## config.mk

```make
export PLATFORM = sky130hd
export DESIGN_NAME = elm_layer_sequencer
export DESIGN_NICKNAME = d
export VERILOG_FILES = /design/src/rtl/elm_layer_sequencer.sv
export SDC_FILE = /design/constraint.sdc
export NUM_CORES = 1
export LEC_CHECK = 0
export CORE_ASPECT_RATIO = 0.5
export CORE_MARGIN = 2
export CORE_UTILIZATION = 40
export CTS_BUF_LIST = sky130_fd_sc_hd__clkbuf_16
export CTS_CLUSTER_DIAMETER = 100
export DETAILED_ROUTE_END_ITERATION = 10
export PLACE_DENSITY = 0.68
export SLEW_MARGIN = 20
export SYNTH_ARGS = -nofsm -noshare
export SYNTH_HDL_FRONTEND = slang
export SYNTH_SLANG_ARGS = --single-unit
```

## constraint.sdc

```tcl
create_clock -name clk -period 6.2 [get_ports clk]
set_input_delay 1.55 -clock clk [delete_from_list [all_inputs] [get_ports clk]]
set_output_delay 1.55 -clock clk [all_outputs]
set_load 0.01 [all_outputs]
```

## src/rtl/elm_layer_sequencer.sv

```systemverilog
// elm_layer_sequencer: configures and runs one ELM hidden layer of NUM_NEURONS neurons.
// Optional argmax classifier over drained results when ELM_ARGMAX_EN is defined.
module elm_layer_sequencer #(
    parameter int DATA_WIDTH  = 16,
    parameter int OUT_WIDTH   = 16,
    parameter int NUM_INPUTS  = 128,
    parameter int NUM_NEURONS = 30,
    parameter int LAYER_NO    = 1,
    parameter int NEURON_BASE = 0,
    parameter int TIMEOUT     = 64
) (
    input  logic                             clk,
    input  logic                             rst,
    input  logic                             cfg_start,
    input  logic                             run_start,
    input  logic [DATA_WIDTH-1:0]            cfg_data,
    input  logic                             cfg_valid,
    output logic                             cfg_ready,
    input  logic [DATA_WIDTH-1:0]            in_data,
    input  logic                             in_valid,
    output logic                             in_ready,
    output logic [DATA_WIDTH-1:0]            nrn_input,
    output logic                             nrn_input_valid,
    output logic [DATA_WIDTH-1:0]            nrn_weight,
    output logic                             nrn_weight_valid,
    output logic [DATA_WIDTH-1:0]            nrn_bias,
    output logic [NUM_NEURONS-1:0]           nrn_bias_valid,
    output logic [2*DATA_WIDTH:0]            nrn_layer_num,
    output logic [2*DATA_WIDTH:0]            nrn_neuron_num,
    input  logic [NUM_NEURONS*OUT_WIDTH-1:0] nrn_out,
    input  logic [NUM_NEURONS-1:0]           nrn_outvalid,
    output logic [OUT_WIDTH-1:0]             out_data,
    output logic                             out_valid,
    input  logic                             out_ready,
    output logic                             out_last,
    output logic                             busy,
    output logic                             err_timeout
`ifdef ELM_ARGMAX_EN
    ,
    output logic [$clog2(NUM_NEURONS)-1:0]   class_idx,
    output logic                             class_valid
`endif
);
    localparam int IW = $clog2(NUM_INPUTS);
    localparam int NW = $clog2(NUM_NEURONS);
    localparam int TW = $clog2(TIMEOUT);
    localparam int CW = 2 * DATA_WIDTH + 1;

    typedef enum logic [2:0] {IDLE, CFG_W, CFG_B, STREAM, WAIT, DRAIN} state_t;
    state_t state, state_n;

    logic [IW-1:0]        wcnt;
    logic [NW-1:0]        n;
    logic [TW-1:0]        tcnt;
    logic [NUM_NEURONS-1:0] done;
    logic [OUT_WIDTH-1:0] cap [NUM_NEURONS];
    logic w_last, n_last, t_last, all_done, go_run, hs;

    assign cfg_ready      = state == CFG_W || state == CFG_B;
    assign in_ready       = state == STREAM;
    assign out_valid      = state == DRAIN;
    assign out_data       = cap[n];
    assign out_last       = out_valid && n_last;
    assign busy           = state != IDLE;
    assign nrn_layer_num  = CW'(LAYER_NO);
    assign nrn_neuron_num = CW'(NEURON_BASE) + CW'(n);

    always_comb begin
        w_last   = wcnt == IW'(NUM_INPUTS - 1);
        n_last   = n == NW'(NUM_NEURONS - 1);
        t_last   = tcnt == TW'(TIMEOUT - 1);
        all_done = &(done | nrn_outvalid);
        go_run   = run_start && !cfg_start;
        hs       = out_valid && out_ready;
        state_n  = state;
        case (state)
            IDLE:    state_n = cfg_start ? CFG_W : (run_start ? STREAM : IDLE);
            CFG_W:   state_n = (cfg_valid && w_last) ? CFG_B : CFG_W;
            CFG_B:   state_n = cfg_valid ? (n_last ? IDLE : CFG_W) : CFG_B;
            STREAM:  state_n = (in_valid && w_last) ? WAIT : STREAM;
            WAIT:    state_n = all_done ? DRAIN : (t_last ? IDLE : WAIT);
            DRAIN:   state_n = (hs && n_last) ? IDLE : DRAIN;
            default: state_n = IDLE;
        endcase
    end

    always_ff @(posedge clk) begin
        if (!rst) state <= IDLE;
        else state <= state_n;
    end

    always_ff @(posedge clk) begin
        if (!rst) begin
            wcnt             <= '0;
            n                <= '0;
            tcnt             <= '0;
            done             <= '0;
            nrn_input        <= '0;
            nrn_input_valid  <= 1'b0;
            nrn_weight       <= '0;
            nrn_weight_valid <= 1'b0;
            nrn_bias         <= '0;
            nrn_bias_valid   <= '0;
            err_timeout      <= 1'b0;
            for (int i = 0; i < NUM_NEURONS; i++) cap[i] <= '0;
        end else begin
            nrn_input_valid  <= 1'b0;
            nrn_weight_valid <= 1'b0;
            nrn_bias_valid   <= '0;
            case (state)
                IDLE: begin
                    wcnt <= '0;
                    n    <= '0;
                    tcnt <= '0;
                    if (go_run) begin
                        done        <= '0;
                        err_timeout <= 1'b0;
                    end
                end
                CFG_W: if (cfg_valid) begin
                    nrn_weight       <= cfg_data;
                    nrn_weight_valid <= 1'b1;
                    wcnt             <= w_last ? '0 : wcnt + IW'(1);
                end
                CFG_B: if (cfg_valid) begin
                    nrn_bias       <= cfg_data;
                    nrn_bias_valid <= NUM_NEURONS'(1) << n;
                    n              <= n_last ? '0 : n + NW'(1);
                end
                STREAM: if (in_valid) begin
                    nrn_input       <= in_data;
                    nrn_input_valid <= 1'b1;
                    wcnt            <= w_last ? '0 : wcnt + IW'(1);
                end
                WAIT: begin
                    tcnt <= t_last ? '0 : tcnt + TW'(1);
                    if (!all_done && t_last) err_timeout <= 1'b1;
                end
                DRAIN: if (hs) n <= n_last ? '0 : n + NW'(1);
                default: ;
            endcase
            // STREAM included so a pulse on the STREAM->WAIT edge is not lost
            if (state == STREAM || state == WAIT)
                for (int i = 0; i < NUM_NEURONS; i++)
                    if (nrn_outvalid[i]) begin
                        done[i] <= 1'b1;
                        cap[i]  <= nrn_out[i*OUT_WIDTH +: OUT_WIDTH];
                    end
        end
    end

`ifdef ELM_ARGMAX_EN
    logic signed [OUT_WIDTH-1:0] mx;
    logic [NW-1:0]               mi;
    logic                        upd;
    assign upd = n == '0 || $signed(out_data) > mx;
    always_ff @(posedge clk) begin
        if (!rst) begin
            mx          <= '0;
            mi          <= '0;
            class_idx   <= '0;
            class_valid <= 1'b0;
        end else begin
            class_valid <= hs && out_last;
            if (state == IDLE && go_run) class_idx <= '0;
            if (hs) begin
                mx <= upd ? $signed(out_data) : mx;
                mi <= upd ? n : mi;
                if (out_last) class_idx <= upd ? n : mi;
            end
        end
    end
`endif
endmodule

```

==> qor.yml <==
critical_path:
  endpoint_kind: "output port"
  worstSetupPathType: "reg -> out"
  r2r-start: "state[0]"
  crit_path_cell_trace: "buf_12, mux2_2, mux4_2, o21ai_0, o211ai_1, clkdlybuf4s50_1"
  required_ns: 4.65
  worstPathMaxFanout: 45
  r2r_setup_slack_ns: 2.87
  reg2regPathDepth: 7
  endpoint: "out_data[8]"
  worstPathArrival_ns: 3.77
  worstSetupStartpointType: "flop"
  max_stage_delay_ns: 0.89
  reg2reg_to: "cap[9][1]"
  critPathSlowestCell: "dfxtp_4"
detailed_routing:
  num_vias: 19860
  drt_iter0_drc: 2388
  drcViolationCount: 0
  ant_nets: 0
  dr.pass1.iters: 6
  wl_per_cell_microns: 27.94
  viasPerCell: 5.539
  wirelength_microns: 100200
finish:
  nets: 3193
  drive_above_1_share_pct: 10.04
  area_growth_pct: 32.55
cts:
  post_cts_resized: 0
  ctsLongestPathBuffers: 3
  cts_num_sinks: 617
  cts_root_buf: "clkbuf_16"
  htreeDepth: 2
  cts_tree: "done"
  clk_pin_slew_worst_paths_ns: 0.07
  clock_latency_ns: 0.62
  postCtsSetupBuffers: 0
  cts_hold_buffers: 0
  cts-buffers-inserted: 55
sta:
  hold_ws_ns: 0.4477
  hold_viol_final: 0
  final_max_slew_viol_count: 0
  fmax_ghz: 0.1880
  setup_viol: 0
  final.setup.tns_ns: 0
  period_needed_ns: 5.319
  worstMarginPinSlew_ns: 1.117
  max_slew_margin_pct: 25.27
  skew_ns: 0.02311
  rsz0062_at_grt: "false"
  fin_crit_sh_pct: 85.79
placed_design:
  hpwl_microns: 74050
  gp_congestion: 0.9626
  portBuffers: 655
synth:
  synth_area_sq_mm: 0.02757
  ys_ff_latch: 617
  yosysUniqueCellTypes: 57
  avgSynthCellArea_sq_um: 13.46
  ys.flop_type: "edfxtp_1"
  yosys_warnings: 0
  syn_inst: 2049
  yosysSeqAreaShare_pct: 62.23
  async_flop_share_pct: 0
  synth_top_area_cell: "edfxtp_1"
  synthTopCellsByArea: "edfxtp_1 (52%), dfxtp_1 (9.9%), mux4_2 (7.4%)"
  synth-edff-count: 480
  yosysTopAreaCellShare_pct: 52.28
global_route:
  grt_pass1_vias: 19670
  grt.overflow.total: 0
  grt_max_degree: 104
  antenna_found_initial: 13
  track_usage_pct: 27.28
  grt_pass1_wl_microns: 138500
hold_path:
  hold_path_class: "reg -> reg"
run:
  cap_violations: 0
floorplan:
  start_util_pct: 40.80
  dieWidth_microns: 375.3
  die-area_sq_mm: 0.07117
  core-area_sq_mm: 0.06757
  die_height_microns: 189.6
  ioPinCount: 717
  rows: 67
status:
  status: "complete, no violations"
pwr:
  p_per_area_mw_per_mm2: 264.3
  ir_drop_v: 0.0002053
  cellLeakagePower_uw: 0.01404
## power by group
part / leakage, uW / internal, uW / switching [uW]
Clock: 0.000970 / 2120 / 1600
Combinational: 0.00702 / 621 / 544
Sequential: 0.00605 / 4660 / 118
Total: 0.0140 / 7400 / 2260
## per-stage QoR
| step | instance area, sq um | power, uW | setup WS, ns | util [%] | std cells |
|---|---|---|---|---|---|
| 2_1_floorplan | 27790 | 5339 | 2.677 | - | 2108 |
| 3_3_place_gp | 34620 | 6011 | 1.519 | 51.23 | 3476 |
| 3_5_place_dp | 34620 | 6017 | 1.491 | 51.23 | 3476 |
| 4_1_cts | 36520 | 9672 | 0.8437 | 54.05 | 3576 |
| 5_1_grt | 36540 | 9921 | 0.7189 | 54.09 | 3585 |
| 6_report | 36540 | 9658 | 0.8813 | 54.09 | 3585 |
## cell usage after synthesis (6+ instances only)
cell type and instances:
mux2i_1 23, a21boi_0 65, nand3_1 25, mux2_2 56
ha_1 8, buf_4 68, clkbuf_1 110, and2_1 203
a21oi_1 15, o22ai_1 19, nor2b_1 12, inv_1 9
mux4_1 12, buf_1 9, and3_1 301, o21ai_0 14
o221ai_1 6, a22o_1 25, nand2_1 210, nor2_1 45
nand4_1 8, dfxtp_1 137, edfxtp_1 480, a221o_1 6
a32oi_1 8, buf_2 21, mux4_2 90
## cell families (layout without fill, tap and decap cells)
group                    count (synthesis)  count (layout)  synth area share [%]
buffers and inverters                  223             794                 4.257
AND/OR/NAND/NOR                        833             833                 16.53
AO/OA/AOI/OAI                          179             179                 4.788
multiplexers                           181             181                 11.62
other                                    2              70               0.02724
XOR/XNOR                                 6               6                0.1906
adder cells (fa/ha/maj)                  8               8                0.3631
flip-flops                             617             617                 62.23
## routing by layer
| layer | routed length (microns) | global-route usage (%) | up-vias |
|---|---|---|---|
| met3 | 7743 | 5.062 | 208 |
| li1 | - | - | 8663 |
| met4 | 4426 | 11.89 | 0 |
| met5 | 0 | 0 | - |
| met1 | 35570 | 32.35 | 9967 |
| met2 | 52440 | 48.69 | 1021 |
## registers in the layout, summed over array words and instances, names as in the netlist, 3 cells and up, named ones only
register	count
nrn_bias_valid	30
state	3
done	30
nrn_bias	16
nrn_input	16
wcnt	7
tcnt	6
cap	480
nrn_weight	16
n	5
## how the worst min path moves through the flow
stage / startpoint / to / cells past startpoint
finish: wcnt[6] / wcnt[6] / 2
global route: nrn_weight[4] / nrn_weight[4] / 2
CTS: wcnt[6] / wcnt[6] / 2
detailed placement: wcnt[6] / wcnt[6] / 2
global placement: wcnt[6] / wcnt[6] / 2
floorplan: wcnt[6] / wcnt[6] / 2
## area by class of cell
type	instances	area [sq um]
inverters	10	37.54
fillers	5700	31020
clock inverters	43	479.2
well taps	897	1122
flip-flops and latches	617	17170
multi-input cells	1268	9464
diodes	9	22.52
repair buffers	684	6825
clock buffers	57	1426
## placed cells by master (no fill, tap or decap), types with 4 or more instances in the layout
master	n
a22oi_1	4
nor2_1	45
o22ai_1	19
conb_1	61
nor3_1	5
diode_2	9
mux2i_1	23
inv_1	18
o221ai_1	6
a21boi_0	65
bufinv_16	11
clkinv_2	8
mux2_2	56
nand3_1	25
mux4_2	90
and2_1	202
clkinv_1	10
a21oi_1	15
a32oi_1	8
a221o_1	6
nand2b_1	5
mux4_1	12
clkdlybuf4s50_1	654
buf_4	25
dfxtp_1	133
and3_1	301
clkbuf_16	57
xor2_1	4
o21ai_0	14
nor2b_1	12
nand2_1	210
ha_1	8
buf_12	4
edfxtp_1	480
a22o_1	25
nand4_1	8
## critical path, delay by kind of cell (launching register included)
kind / cells / cell delay (ns)
buf+inv: 2 / 0.87
flops: 1 / 0.89
mux: 2 / 0.82
compound gates: 2 / 0.47
Note: power is estimated with default switching activity, not from simulation.
